`src/rtl/mod_updown_counter.sv`:
```
// mod_updown_counter: synchronous modulo-MODULUS up/down counter with
// parallel load, synchronous clear, terminal-count and wrap flags, and an
// optional one-shot mode that freezes at the terminal value.
module mod_updown_counter #(
    parameter int unsigned     WIDTH   = 32'd4,
    parameter longint unsigned MODULUS = 64'd16,
    parameter bit              ONESHOT = 1'b0
) (
    input  logic             clk_i,
    input  logic             rst_i,
    input  logic             clr_i,
    input  logic             load_i,
    input  logic [WIDTH-1:0] load_val_i,
    input  logic             en_i,
    input  logic             up_dn_i,
    output logic [WIDTH-1:0] q_o,
    output logic             tc_o,
    output logic             wrap_o,
    output logic             done_o
);

    typedef enum logic [0:0] {
        ST_RUN  = 1'b0,
        ST_DONE = 1'b1
    } state_e;

    // Terminal value and unit step, both one bit wider than the counter so
    // MODULUS = 2**WIDTH is handled without overflow in the compares.
    localparam logic [WIDTH:0]   MAX_C    = (WIDTH + 1)'(MODULUS - 64'd1);
    localparam logic [WIDTH:0]   ONE_C    = {{WIDTH{1'b0}}, 1'b1};
    localparam logic [WIDTH-1:0] ZERO_W_C = {WIDTH{1'b0}};

    logic [WIDTH-1:0] q_q,    q_d;
    logic             wrap_q, wrap_d;
    logic             done_q, done_d;
    state_e           state_q, state_d;

    logic [WIDTH:0]   q_ext_s;
    logic [WIDTH:0]   inc_s;
    logic [WIDTH:0]   dec_s;
    logic [WIDTH:0]   load_ext_s;
    logic             at_max_s;
    logic             at_zero_s;
    logic             tc_s;

    assign q_ext_s    = {1'b0, q_q};
    assign inc_s      = q_ext_s + ONE_C;
    assign dec_s      = q_ext_s - ONE_C;
    assign load_ext_s = {1'b0, load_val_i};

    // q is always within 0..MODULUS-1, so an increment beyond MAX_C means q
    // sits on the top value, and a borrow out of the decrement means q is 0.
    assign at_max_s  = (inc_s > MAX_C);
    assign at_zero_s = dec_s[WIDTH];
    assign tc_s      = en_i & ((up_dn_i & at_max_s) | (~up_dn_i & at_zero_s));

    // Next-state and flag logic; priority is clear, then load, then counting.
    always_comb begin
        q_d     = q_q;
        wrap_d  = 1'b0;
        done_d  = done_q;
        state_d = state_q;
        if (clr_i) begin
            q_d     = ZERO_W_C;
            done_d  = 1'b0;
            state_d = ST_RUN;
        end else if (load_i) begin
            if (load_ext_s > MAX_C) begin
                q_d = MAX_C[WIDTH-1:0];
            end else begin
                q_d = load_val_i;
            end
            done_d  = 1'b0;
            state_d = ST_RUN;
        end else if (state_q == ST_DONE) begin
            done_d = 1'b1;
        end else if (ONESHOT && tc_s) begin
            // One-shot: freeze on the terminal value instead of wrapping.
            done_d  = 1'b1;
            state_d = ST_DONE;
        end else if (en_i) begin
            if (up_dn_i) begin
                if (at_max_s) begin
                    q_d    = ZERO_W_C;
                    wrap_d = 1'b1;
                end else begin
                    q_d = inc_s[WIDTH-1:0];
                end
            end else begin
                if (at_zero_s) begin
                    q_d    = MAX_C[WIDTH-1:0];
                    wrap_d = 1'b1;
                end else begin
                    q_d = dec_s[WIDTH-1:0];
                end
            end
        end else begin
            q_d = q_q;
        end
    end

    // State register with asynchronous active-high reset into RUN at zero.
    always_ff @(posedge clk_i or posedge rst_i) begin
        if (rst_i) begin
            q_q     <= ZERO_W_C;
            wrap_q  <= 1'b0;
            done_q  <= 1'b0;
            state_q <= ST_RUN;
        end else begin
            q_q     <= q_d;
            wrap_q  <= wrap_d;
            done_q  <= done_d;
            state_q <= state_d;
        end
    end

    assign q_o    = q_q;
    assign wrap_o = wrap_q;
    assign done_o = done_q;
    assign tc_o   = tc_s;

endmodule

```
`config.mk`:
```
export PLATFORM = sky130hd
export DESIGN_NAME = mod_updown_counter
export DESIGN_NICKNAME = d
export VERILOG_FILES = /design/src/rtl/mod_updown_counter.sv
export SDC_FILE = /design/constraint.sdc
export NUM_CORES = 1
export LEC_CHECK = 0
export BUFFER_PORTS_ARGS = -buffer_cell sky130_fd_sc_hd__buf_2
export CAP_MARGIN = 15
export CORE_AREA = 3 3 40 42
export DETAILED_ROUTE_END_ITERATION = 12
export DIE_AREA = 0 0 43 45
export PLACE_DENSITY = 0.77
export SLEW_MARGIN = 20
export SYNTH_ARGS = -nofsm -noshare
export SYNTH_HDL_FRONTEND = slang
export SYNTH_SLANG_ARGS = --single-unit
export TNS_END_PERCENT = 10
```
`constraint.sdc`:
```
create_clock -name clk_i -period 2.8 [get_ports clk_i]
set_input_delay 0.56 -clock clk_i [delete_from_list [all_inputs] [get_ports clk_i]]
set_output_delay 0.56 -clock clk_i [all_outputs]
set_load 0.01 [all_outputs]
```
==> results_dict.tcl <==
set metrics [dict create \
    drt_iter0_drc 14 \
    crit_path_end "tc_o" \
    grt.overflow.total 0 \
    crit_path_end_kind "output pin" \
    stdcell_count 102 \
    grtUsageTotal 0.172 \
    p_seq_frac 0.363 \
    start_util 0.458 \
    ys_ff_latch 6 \
    leakagePower_nw 0.325 \
    timing.reg2reg.worst_path_depth 6 \
    r2r-end "q_o[0]$_DFFE_PP0P_" \
    startpoint_type "flop" \
    ys.flop_type "dfrtp_1" \
    synth_area_leader_cell "dfrtp_1" \
    fmax_ghz 0.382 \
    design_area_um2 688 \
    wl_um 1510 \
    crit_start "q_o[1]$_DFFE_PP0P_" \
    final_cell_mix "buf_2, a21oi_1, inv_1" \
    clk_pin_slew_ps 60 \
    r2r_start "q_o[1]$_DFFE_PP0P_" \
    synth-async-reset-ratio 1.00 \
    worst_ep_arrival_time_ps 2060 \
    grt_first_pass_wirelength_um 2440 \
    drtPass1Iterations 4 \
    grt_max_degree 15 \
    synth_fp_nets 86 \
    seq_area_um2 151 \
    top_layer "met4" \
    synth_area_leaders "dfrtp_1, a21oi_1, ha_1" \
    drive_gt1_frac 0.287 \
    ff2ff_setup_slack_ps 840 \
    finalSetupViolations 0 \
    finalNetCount 102 \
    post_drt_via_cell_ratio 6.13 \
    pwr-share-comb 0.329 \
    fin_util 0.536 \
    area_growth_pct 17.0 \
    drc 0 \
    grt_pass1_vias 556 \
    yosys_warnings 0 \
    dr_wl_met2_um 729 \
    cts_root_buffer "clkbuf_4" \
    placed_cells 99 \
    vias 625 \
    io_buffers 16 \
    tightest_slew_ps 454 \
    netlist_area_um2 588 \
    pre_cts_ws_ps 381 \
    diodes 0 \
    internal_power_mw 0.187 \
    cp_data_required_time_ps 2240 \
    ios 17 \
    ant_nets 0 \
    vdd_ir_drop_max_v 0.000245 \
    insertion_delay_ps 260 \
    multi_input_area_um2 385 \
    period_share 0.935 \
    slew_violations 0 \
    dp_hpwl_um 1100 \
    mostFrequentLayoutCell "buf_2" \
    path_class "flop to output pin" \
    worstPathMaxFanout 10 \
    whs_ps 218 \
    tritoncts "done" \
    gp_congestion 0.862 \
    dr_wl_met3_um 119 \
    ys_types 35 \
    die_x_um 43 \
    p_sw_frac 0.360 \
    die_y_um 45 \
    m1WireLength_um 622 \
    die_area_um2 1940 \
    slew_headroom 0.689 \
    hold_path.class "primary input to async pin" \
    num_rows 13 \
    fin_ws_ps 181 \
    cts_buffers 3 \
    place_area_um2 664 \
    status "complete, no violations" \
    skew_ps 10.8 \
    coreArea_um2 1280 \
    fin_tns_setup_ps 0 \
    clock_sinks 6 \
    p_clk_frac 0.308 \
    synth_cells 73 \
    finalCriticalPeriod_ps 2620 \
    finalHoldViolations 0 \
    synth-edff-count 0 \
    power_density_nw_per_um2 424 \
    syn_area_per_cell_um2 8.06 \
    power.total_mw 0.292 \
    rsz0062_at_grt "no" \
    synth.top_cell.area_share 0.255 \
    power_switching_mw 0.105 \
    drv_cap 0 \
    clk_path_buf_depth 2 \
    grt_antenna_before_repair 0 \
    ys_seq_area_frac 0.255 \
    fillers 126 \
    h-tree-depth 1 \
    avgRoutedWirePerCell_um 14.8 \
]
==> layout make-up <==
class,count,area share
tap,15,0.0273
clock buffer,3,0.0327
multi-input combinational,55,0.560
inverter,6,0.0327
sequential,6,0.220
timing repair buffer,17,0.127
==> worst max-delay path, stage by stage, from the launching register on <==
cell and delay (ps):
dfrtp_2 450, inv_1 60, ha_1 300, or3b_1 370
o21ai_1 140, nand3_1 140, a21boi_0 180, buf_2 150
==> worst min-delay path by stage <==
| stage | slack, ps | to | from | cells past startpoint |
|---|---|---|---|---|
| after floorplan | 350 | done_o$_DFFE_PP0N_ | rst_i | 1 |
| after global placement | 470 | done_o$_DFFE_PP0N_ | done_o$_DFFE_PP0N_ | 1 |
| after detailed placement | 470 | done_o$_DFFE_PP0N_ | done_o$_DFFE_PP0N_ | 1 |
| after CTS | 230 | q_o[2]$_DFFE_PP0P_ | rst_i | 2 |
| after global routing | 250 | q_o[2]$_DFFE_PP0P_ | rst_i | 2 |
| final | 220 | q_o[2]$_DFFE_PP0P_ | rst_i | 2 |
==> cells by family (layout without fill, tap and decap cells) <==
family | after synthesis | after routing | synth area share
AOI/OAI and AO/OA | 21 | 21 | 0.249
adders and majority gates | 3 | 3 | 0.0638
buffers and inverters | 12 | 26 | 0.0894
DFF | 6 | 6 | 0.255
muxes | 2 | 2 | 0.0425
and+or+nand+nor | 29 | 29 | 0.300
==> registers in the layout (all words and copies together), names as in the netlist <==
signal and flops:
q_o 4, wrap_o 1, done_o 1
==> power groups by stage <==
| stage | registers, mW | logic [mW] | clock network (mW) |
|---|---|---|---|
| floorplan | 0.103 | 0.0702 | 0 |
| finish | 0.106 | 0.0962 | 0.0899 |
| global route | 0.108 | 0.106 | 0.0961 |
| detailed placement | 0.107 | 0.0956 | 0 |
| CTS | 0.105 | 0.0960 | 0.0884 |
| global placement | 0.106 | 0.0929 | 0 |
==> timing repair <==
action / in CTS / in global routing
buffers inserted: 0 / 0
resized for setup: 0 / 1
endpoints found under the setup margin: 0 / 1
hold buffers: 0 / 0
==> metal layers <==
metal | vias to the layer above | GRT usage
met4 | 0 | 0.120
li1 | 296 | -
met1 | 288 | 0.211
met3 | 7 | 0.0359
met5 | - | 0
met2 | 34 | 0.269
==> synth_stat cells (all sizes together), types with 2 or more instances <==
cell type / number
nor3b: 2
a21oi: 8
o31ai: 2
clkbuf: 5
nand3: 2
or4b: 2
nor2: 5
nor2b: 2
a211oi: 2
inv: 6
nand2b: 2
nand4: 2
ha: 3
nand2: 5
dfrtp: 6
Note: power is estimated with default switching activity, not from simulation.
